`config.mk`:
```
export PLATFORM = sky130hd
export DESIGN_NAME = my_cpu
export DESIGN_NICKNAME = d
export VERILOG_FILES = /design/src/rtl/my_cpu_pkg.sv /design/src/rtl/my_cpu_alu.sv /design/src/rtl/my_cpu_pc.sv /design/src/rtl/my_cpu.sv
export SDC_FILE = /design/constraint.sdc
export NUM_CORES = 1
export LEC_CHECK = 0
export CORE_MARGIN = 2
export CORE_UTILIZATION = 50
export DETAILED_ROUTE_END_ITERATION = 8
export PLACE_DENSITY = 0.85
export RECOVER_POWER = 100
export SKIP_CTS_REPAIR_TIMING = 1
export SLEW_MARGIN = 30
export SYNTH_ARGS = -nofsm -noshare
export SYNTH_HDL_FRONTEND = slang
export SYNTH_SLANG_ARGS = --single-unit
export TNS_END_PERCENT = 50
```
`constraint.sdc`:
```
create_clock -name clk -period 21.7 [get_ports clk]
set_input_delay 5.425 -clock clk [delete_from_list [all_inputs] [get_ports clk]]
set_output_delay 5.425 -clock clk [all_outputs]
set_load 0.1 [all_outputs]
```
`src/rtl/my_cpu_pkg.sv`:
```
// Shared Hack ISA definitions: word/address widths, instruction field positions
// and the decoded control-word types used by the CPU stage and its ALU.
package my_cpu_pkg;

  localparam int WORD      = 16;
  localparam int ADDR      = 15;

  localparam int BIT_CINST = 15;
  localparam int BIT_A     = 12;
  localparam int COMP_HI   = 11;
  localparam int COMP_LO   = 6;
  localparam int DEST_A    = 5;
  localparam int DEST_D    = 4;
  localparam int DEST_M    = 3;
  localparam int JMP_LT    = 2;
  localparam int JMP_EQ    = 1;
  localparam int JMP_GT    = 0;

  typedef struct packed {
    logic zx;
    logic nx;
    logic zy;
    logic ny;
    logic f;
    logic no;
  } alu_ctrl_t;

  typedef struct packed {
    logic      cinst;
    logic      a;
    alu_ctrl_t comp;
    logic      dst_a;
    logic      dst_d;
    logic      dst_m;
    logic      j_lt;
    logic      j_eq;
    logic      j_gt;
  } ctrl_t;

  function automatic ctrl_t decode(input logic [WORD-1:0] inst);
    ctrl_t c;
    c.cinst = inst[BIT_CINST];
    c.a     = inst[BIT_A];
    c.comp  = alu_ctrl_t'(inst[COMP_HI:COMP_LO]);
    c.dst_a = inst[DEST_A];
    c.dst_d = inst[DEST_D];
    c.dst_m = inst[DEST_M];
    c.j_lt  = inst[JMP_LT];
    c.j_eq  = inst[JMP_EQ];
    c.j_gt  = inst[JMP_GT];
    return c;
  endfunction

endpackage

```
`src/rtl/my_cpu_alu.sv`:
```
// Hack 16-bit ALU: optional zero/negate of each operand, add or AND,
// optional negate of the result.
module hack_alu
  import my_cpu_pkg::*;
(
  input  logic [WORD-1:0] x,
  input  logic [WORD-1:0] y,
  input  alu_ctrl_t       ctrl,
  output logic [WORD-1:0] out,
  output logic            zr,
  output logic            ng
);

  logic [WORD-1:0] x_z, x_n, y_z, y_n, res;

  always_comb begin
    x_z = ctrl.zx ? '0 : x;
    x_n = ctrl.nx ? ~x_z : x_z;
    y_z = ctrl.zy ? '0 : y;
    y_n = ctrl.ny ? ~y_z : y_z;
    res = ctrl.f ? (x_n + y_n) : (x_n & y_n);
    out = ctrl.no ? ~res : res;
  end

  assign zr = (out == '0);
  assign ng = out[WORD-1];

endmodule

```
`src/rtl/my_cpu_pc.sv`:
```
// Program counter: 15-bit register with async clear, hold, load and
// wrapping increment (priority reset > hold > load > increment).
module my_pc
  import my_cpu_pkg::*;
(
  input  logic            clk,
  input  logic            rst_n,
  input  logic            hold,
  input  logic            load,
  input  logic [ADDR-1:0] d,
  output logic [ADDR-1:0] q
);

  always_ff @(posedge clk or negedge rst_n) begin
    if (!rst_n) begin
      q <= '0;
    end else if (!hold) begin
      if (load) q <= d;
      else      q <= q + ADDR'(1);
    end
  end

endmodule

```
`src/rtl/my_cpu.sv`:
```
// Hack CPU execute stage: decodes A/C instructions, holds A, D and PC,
// drives the ALU and produces RAM writes and conditional jumps.
module my_cpu
  import my_cpu_pkg::*;
(
  input  logic            clk,
  input  logic            rst_n,
  input  logic            stall,
  input  logic [WORD-1:0] inst,
  input  logic [WORD-1:0] in_m,
  output logic [WORD-1:0] out_m,
  output logic            write_m,
  output logic [ADDR-1:0] address_m,
  output logic [ADDR-1:0] pc
);

  ctrl_t                  ctrl;
  logic [WORD-1:0]        a_q, d_q, y_op, a_next, alu_res;
  logic signed [WORD-1:0] alu_out;
  logic                   zr, ng, jmp, a_load, d_load;
  logic                   alu_zr_unused, alu_ng_unused;

  assign ctrl = decode(inst);
  assign y_op = ctrl.a ? in_m : a_q;

  hack_alu u_alu (
    .x    (d_q),
    .y    (y_op),
    .ctrl (ctrl.comp),
    .out  (alu_res),
    .zr   (alu_zr_unused),
    .ng   (alu_ng_unused)
  );

  // Flags are derived here so the jump logic does not depend on the ALU's own flag outputs.
  assign alu_out = alu_res;
  assign zr      = (alu_out == '0);
  assign ng      = (alu_out < 0);
  assign jmp     = ctrl.cinst & ((ctrl.j_lt & ng) | (ctrl.j_eq & zr) | (ctrl.j_gt & ~zr & ~ng));

  assign a_load  = ~ctrl.cinst | ctrl.dst_a;
  assign a_next  = ctrl.cinst ? alu_res : {1'b0, inst[ADDR-1:0]};
  assign d_load  = ctrl.cinst & ctrl.dst_d;

  always_ff @(posedge clk or negedge rst_n) begin
    if (!rst_n) begin
      a_q <= '0;
      d_q <= '0;
    end else if (!stall) begin
      if (a_load) a_q <= a_next;
      if (d_load) d_q <= alu_res;
    end
  end

  // Jump target is the A value from before this edge, even when dest A also loads.
  my_pc u_pc (
    .clk   (clk),
    .rst_n (rst_n),
    .hold  (stall),
    .load  (jmp),
    .d     (a_q[ADDR-1:0]),
    .q     (pc)
  );

  assign out_m     = alu_res;
  assign address_m = a_q[ADDR-1:0];
  assign write_m   = ctrl.cinst & ctrl.dst_m & ~stall & rst_n;

endmodule
```
# After elaboration in Yosys (flattened, before gate mapping)
# Index checks and enable logic that the tools add are counted.
[op_classes]
addsub = 2
multipliers = 0
div_mod_pow = 0
magnitude_cmp = 1
eq_ne = 0
shift = 0
n_mux = 9
n_bitwise = 20
n_reduce_logical = 3
[ops]
columns = ["cell", "n"]
rows = [
  ["$mux W16", 8],
  ["$not A16 Y16", 3],
  ["$add A16 B16 Y16", 1],
  ["$and A16 B16 Y16", 1],
  ["$logic_not A16 Y1", 1],
  ["$lt A16 B1 Y1 const B", 1],
  ["$add A15 B1 Y15 const B", 1],
  ["$mux W15", 1],
  ["$and A1 B1 Y1", 9],
  ["$not A1 Y1", 4],
  ["$reduce_and A2 Y1", 2],
  ["$or A1 B1 Y1", 3],
]
[word_totals]
register_bits = 47
latchBits = 0
mem_bits_rw = 0
romBits = 0
in_bits = 35
output_inout_bits = 47
word_cells = 38
memories = 0

# Depth between registers and ports, before layout
[depth]
word_depth = 15
depth_mapped = 20
ltp_nobuf = 17

# Cells and area by module
# From an unflattened synthesis, not the netlist that was laid out.
[unflattened]
hier_cells = 533
area_unflattened_um2 = 4657.0
[by_module_without_submodules]
columns = ["mod", "n_inst", "cells_per_inst", "area_per_inst_um2", "seq_area_each_um2"]
rows = [
  ["hack_alu", 1, 271, 1930.6, 0.0],
  ["my_cpu", 1, 150, 1757.9, 800.8],
  ["my_pc", 1, 112, 968.4, 375.4],
]

# Least setup slack after synthesis
# OpenSTA, ideal clock, no wires.
[synth_path]
kind = "input-to-output"
from = "input inst[12]"
to = "output out_m[12]"
t_arrival_ns = 9.839
required_ns = 16.275
slack_ns = 6.436
cell_stages = 14
n_path_buf = 3
cell_sequence = "clkbuf_1 > clkbuf_1 > mux2i_1 > nor2_1 > xor2_1 > ha_1 > buf_2 > nand2_1 > nor3_1 > o31ai_2 > a311oi_1 > xor2_1 > mux2i_1 > xnor2_1"
[synth_via]
elab_chain_cells = 8
word_cells_on_any_way = 9
cone_classes = "add/sub: 1; mux: 5; bitwise: 3"
[synth_lines]
columns = ["element", "line", "source"]
rows = [
  ["start, declared", "my_cpu.sv:9", "input logic [WORD-1:0] inst,"],
  ["$mux W16 *", "my_cpu.sv:24", "assign y_op = ctrl.a ? in_m : a_q;"],
  ["$mux W16 *", "my_cpu_alu.sv:19", "y_z = ctrl.zy ? '0 : y;"],
  ["$not A16 Y16", "my_cpu_alu.sv:20", "y_n = ctrl.ny ? ~y_z : y_z;"],
  ["$mux W16 *", "my_cpu_alu.sv:20", ""],
  ["$add A16 B16 Y16 / $and A16 B16 Y16 (equally long branches)", "my_cpu_alu.sv:21", "res = ctrl.f ? (x_n + y_n) : (x_n & y_n);"],
  ["$mux W16 *", "my_cpu_alu.sv:21", ""],
  ["$not A16 Y16", "my_cpu_alu.sv:22", "out = ctrl.no ? ~res : res;"],
  ["$mux W16 *", "my_cpu_alu.sv:22", ""],
  ["end, declared", "my_cpu.sv:11", "output logic [WORD-1:0] out_m,"],
]
# Every way passes the cells marked *; elsewhere a longest branch is shown, timed or not.

# Final worst setup path
[layout_path]
from = "input inst[10]"
to = "output out_m[12]"
[layout_via]
elab_chain_cells = 5
word_cells_on_any_way = 6
cone_classes = "add/sub: 1; mux: 3; bitwise: 2"
[layout_lines]
columns = ["element", "line", "source"]
rows = [
  ["$mux W16 *", "my_cpu_alu.sv:18", "x_n = ctrl.nx ? ~x_z : x_z;"],
  ["$add A16 B16 Y16 / $and A16 B16 Y16 (equally long branches)", "my_cpu_alu.sv:21", ""],
  ["$mux W16 *", "my_cpu_alu.sv:21", ""],
  ["$not A16 Y16", "my_cpu_alu.sv:22", ""],
  ["$mux W16 *", "my_cpu_alu.sv:22", ""],
]
# Marked as above.

==> flow_summary.yaml <==
cells_and_area:
  diodes: 0
  final_cell_mix: "48 x dlygate4sd3_1, 47 x dfrtp_1, 46 x mux2i_1, 46 x nand2_1"
  design_area_um2: 5207
  area_growth_pct: 16.88
  final_common_cell: "dlygate4sd3_1"
  drive_above_1_share_pct: 6.349
  n_fill_cell: 763
  post-route-util_pct: 60.01
  instances_no_fill: 675
  nets: 619
synthesis:
  synth_edf_count: 0
  synthCells: 520
  synth_flop_cell: "dfrtp_1"
  avgSynthCellArea_um2: 8.568
  ys_async_sr_fraction_pct: 100.0
  ys_ff_latch: 47
  seq_area_frac_synth_pct: 26.40
  synth.distinct_cells: 67
  synthesis.nets: 573
  syn_area_um2: 4456
  yosysWarningCount: 0
worst_setup_path:
  cp-start-kind: "input port"
  r2r-start: "a_q[0]"
  cp_max_fo: 17
  critical_path.cell_chain: "dlygate4sd3_1 > xnor2_1 > ha_1 > inv_1 > fa_1 > nor2b_1 > o211a_1 > o31ai_1 > a311oi_1 > xor2_1 > mux2i_1 > xnor2_1 > dlygate4sd3_1"
  crit_path_start: "inst[10]"
  arrival_ns: 10.69
  worstPathRequired_ns: 16.27
  critPathKind: "in -> out"
  cp_slowest_cell: "dlygate4sd3_1"
  cpPeakStageDelay_ns: 1.28
  endpoint_kind: "output pin"
sta:
  setup_ws_ns: 5.581
  hold_ws_ns: 0.4940
  fin_crit_sh_pct: 74.28
  finalSetupViolCount: 0
  fin_worst_skew_ns: 0.006301
  tightestPinTransition_ns: 2.657
  fin_setup_tns_ns: 0
  hold_violations: 0
  max_freq_mhz: 62.04
  rsz0062_at_grt: "false"
  maxSlewViolCount: 66
  slew_headroom_pct: -77.15
  min_period_ns: 16.12
routing:
  dr.pass1.iters: 4
  vias: 3921
  drc: 0
  drtIter0Drc: 171
  via_per_inst: 5.809
  ant_nets: 0
  drt-total-wl_um: 11250
  wl_per_cell_um: 16.67
cts:
  cts_buffer_depth: 2
  numCtsBuffers: 5
  root_buffer: "clkbuf_8"
  insertion_delay_ns: 0.30
  clock-sinks: 47
  cts_tree: "yes"
  htreeDepth: 2
  path_clk_slew_ns: 0.09
die:
  dieArea_um2: 9683
  die_w_um: 98.40
  start_util_pct: 51.34
  boundaryPins: 82
  rows: 34
  coreArea_um2: 8678
  die_h_um: 98.40
grt:
  antenna_found_initial: 0
  grt_pass1_vias: 3993
  grt_overflow: 0
  grt_pass1_wl_um: 18840
  grt_max_degree: 49
  grt_util_all_layers_pct: 23.60
worst_hold_path:
  hold_class: "reg -> reg"
  hold_start: "d_q[4]"
pwr:
  p_leak_nw: 2.325
  p_switching_uw: 508.1
  p_clk_share_pct: 7.2
  powerDensity_nw_per_um2: 158.1
  p_int_uw: 315.3
  swShare_pct: 61.71
  power_frac_seq_pct: 18.4
  p_comb_share_pct: 74.4
  vdd_drop_max_mv: 0.1008
  p_total_uw: 823.3
placement:
  place_congestion: 0.9048
  port_buffers: 81
  dp_cells: 667
  dp_hpwl_um: 8623
  place_area_um2: 5177
  dp_slack_ns: 5.694
job:
  cap_violations: 2
outcome:
  violations: "max-capacitance violations, max-slew violations"
  status: "finished with violations"
[routing by layer]
metal	wire [um]	up-vias	share of wire, %	GRT usage [%]
met2	5556	127	49	40.82
li1	-	1892	-	-
met1	4800	1881	43	29.81
met4	301	0	2.7	9.062
met5	0	-	0	0
met3	590	21	5.2	3.293
[worst max-delay path, delay by kind of cell]
| kind | cells | cell delay [ns] |
|---|---|---|
| compound gates | 3 | 1.20 |
| xor+xnor | 3 | 0.85 |
| fa+ha+maj | 2 | 0.49 |
| buf+inv | 3 | 2.55 |
| mux | 1 | 0.11 |
| simple gates | 1 | 0.08 |
[cells in the mapped netlist, drive strengths merged (3+ instances only)]
master | instances | area share, %
o21a | 5 | 0.84
dfrtp | 47 | 26
inv | 27 | 2.3
ha | 17 | 4.8
and3 | 6 | 0.84
a31oi | 5 | 0.70
o211ai | 3 | 0.51
nand2 | 46 | 3.9
o21ai | 36 | 4.0
xnor2 | 26 | 5.1
clkbuf | 23 | 1.9
nor2 | 36 | 3.0
mux2i | 46 | 10
a21oi | 19 | 2.3
nor2b | 10 | 1.4
a22oi | 9 | 2.3
nor3 | 6 | 0.67
xor2 | 26 | 5.3
mux2 | 12 | 3.1
nor3b | 6 | 1.0
or3 | 3 | 0.42
a21o | 6 | 1.0
buf | 24 | 3.8
nand3 | 10 | 1.1
nand2b | 22 | 3.1
[cell type report]
cell class | instances | area, um^2 | area share, %
Clock buffer | 6 | 82.58 | 1.586
Clock inverter | 2 | 16.27 | 0.3124
Inverter | 27 | 101.3 | 1.946
Multi-Input combinational cell | 399 | 2865 | 55.02
Sequential cell | 47 | 1176 | 22.59
Tap cell | 108 | 135.1 | 2.595
Timing Repair Buffer | 86 | 830.8 | 15.95
[worst paths after layout]
| path | to | slack (ns) | depth (start not counted) |
|---|---|---|---|
| max in group asynchronous | d_q[13] | 14.16 | 2 |
| min | d_q[4] | 0.49 | 2 |
| max reg2reg | u_pc.q[11] | 15.57 | 17 |
| max | out_m[12] | 5.58 | 13 |
| min in group asynchronous | u_pc.q[3] | 6.04 | 2 |
| min reg2reg | d_q[4] | 0.49 | 2 |
[cells by family after synthesis]
kind of cell | count (synthesis) | synth area share (%)
flops | 47 | 26.40
simple gates | 159 | 18.06
fa+ha+maj | 18 | 5.223
mux | 58 | 13.45
xor+xnor | 52 | 10.39
buf+inv | 74 | 8.031
compound gates | 112 | 18.45
[sequential cells by signal, summed over array words and instances (netlist names)]
name    flops
a_q        16
d_q        16
u_pc.q     15
[power groups by stage]
stage | clock network [mW] | registers [mW] | logic [mW]
after floorplan | 0 | 0.244 | 0.415
after global placement | 0 | 0.151 | 0.619
after detailed placement | 0 | 0.154 | 0.631
after CTS | 0.0608 | 0.152 | 0.633
after global routing | 0.0636 | 0.157 | 0.648
final | 0.0589 | 0.152 | 0.613
Note: power is estimated with default switching activity, not from simulation.
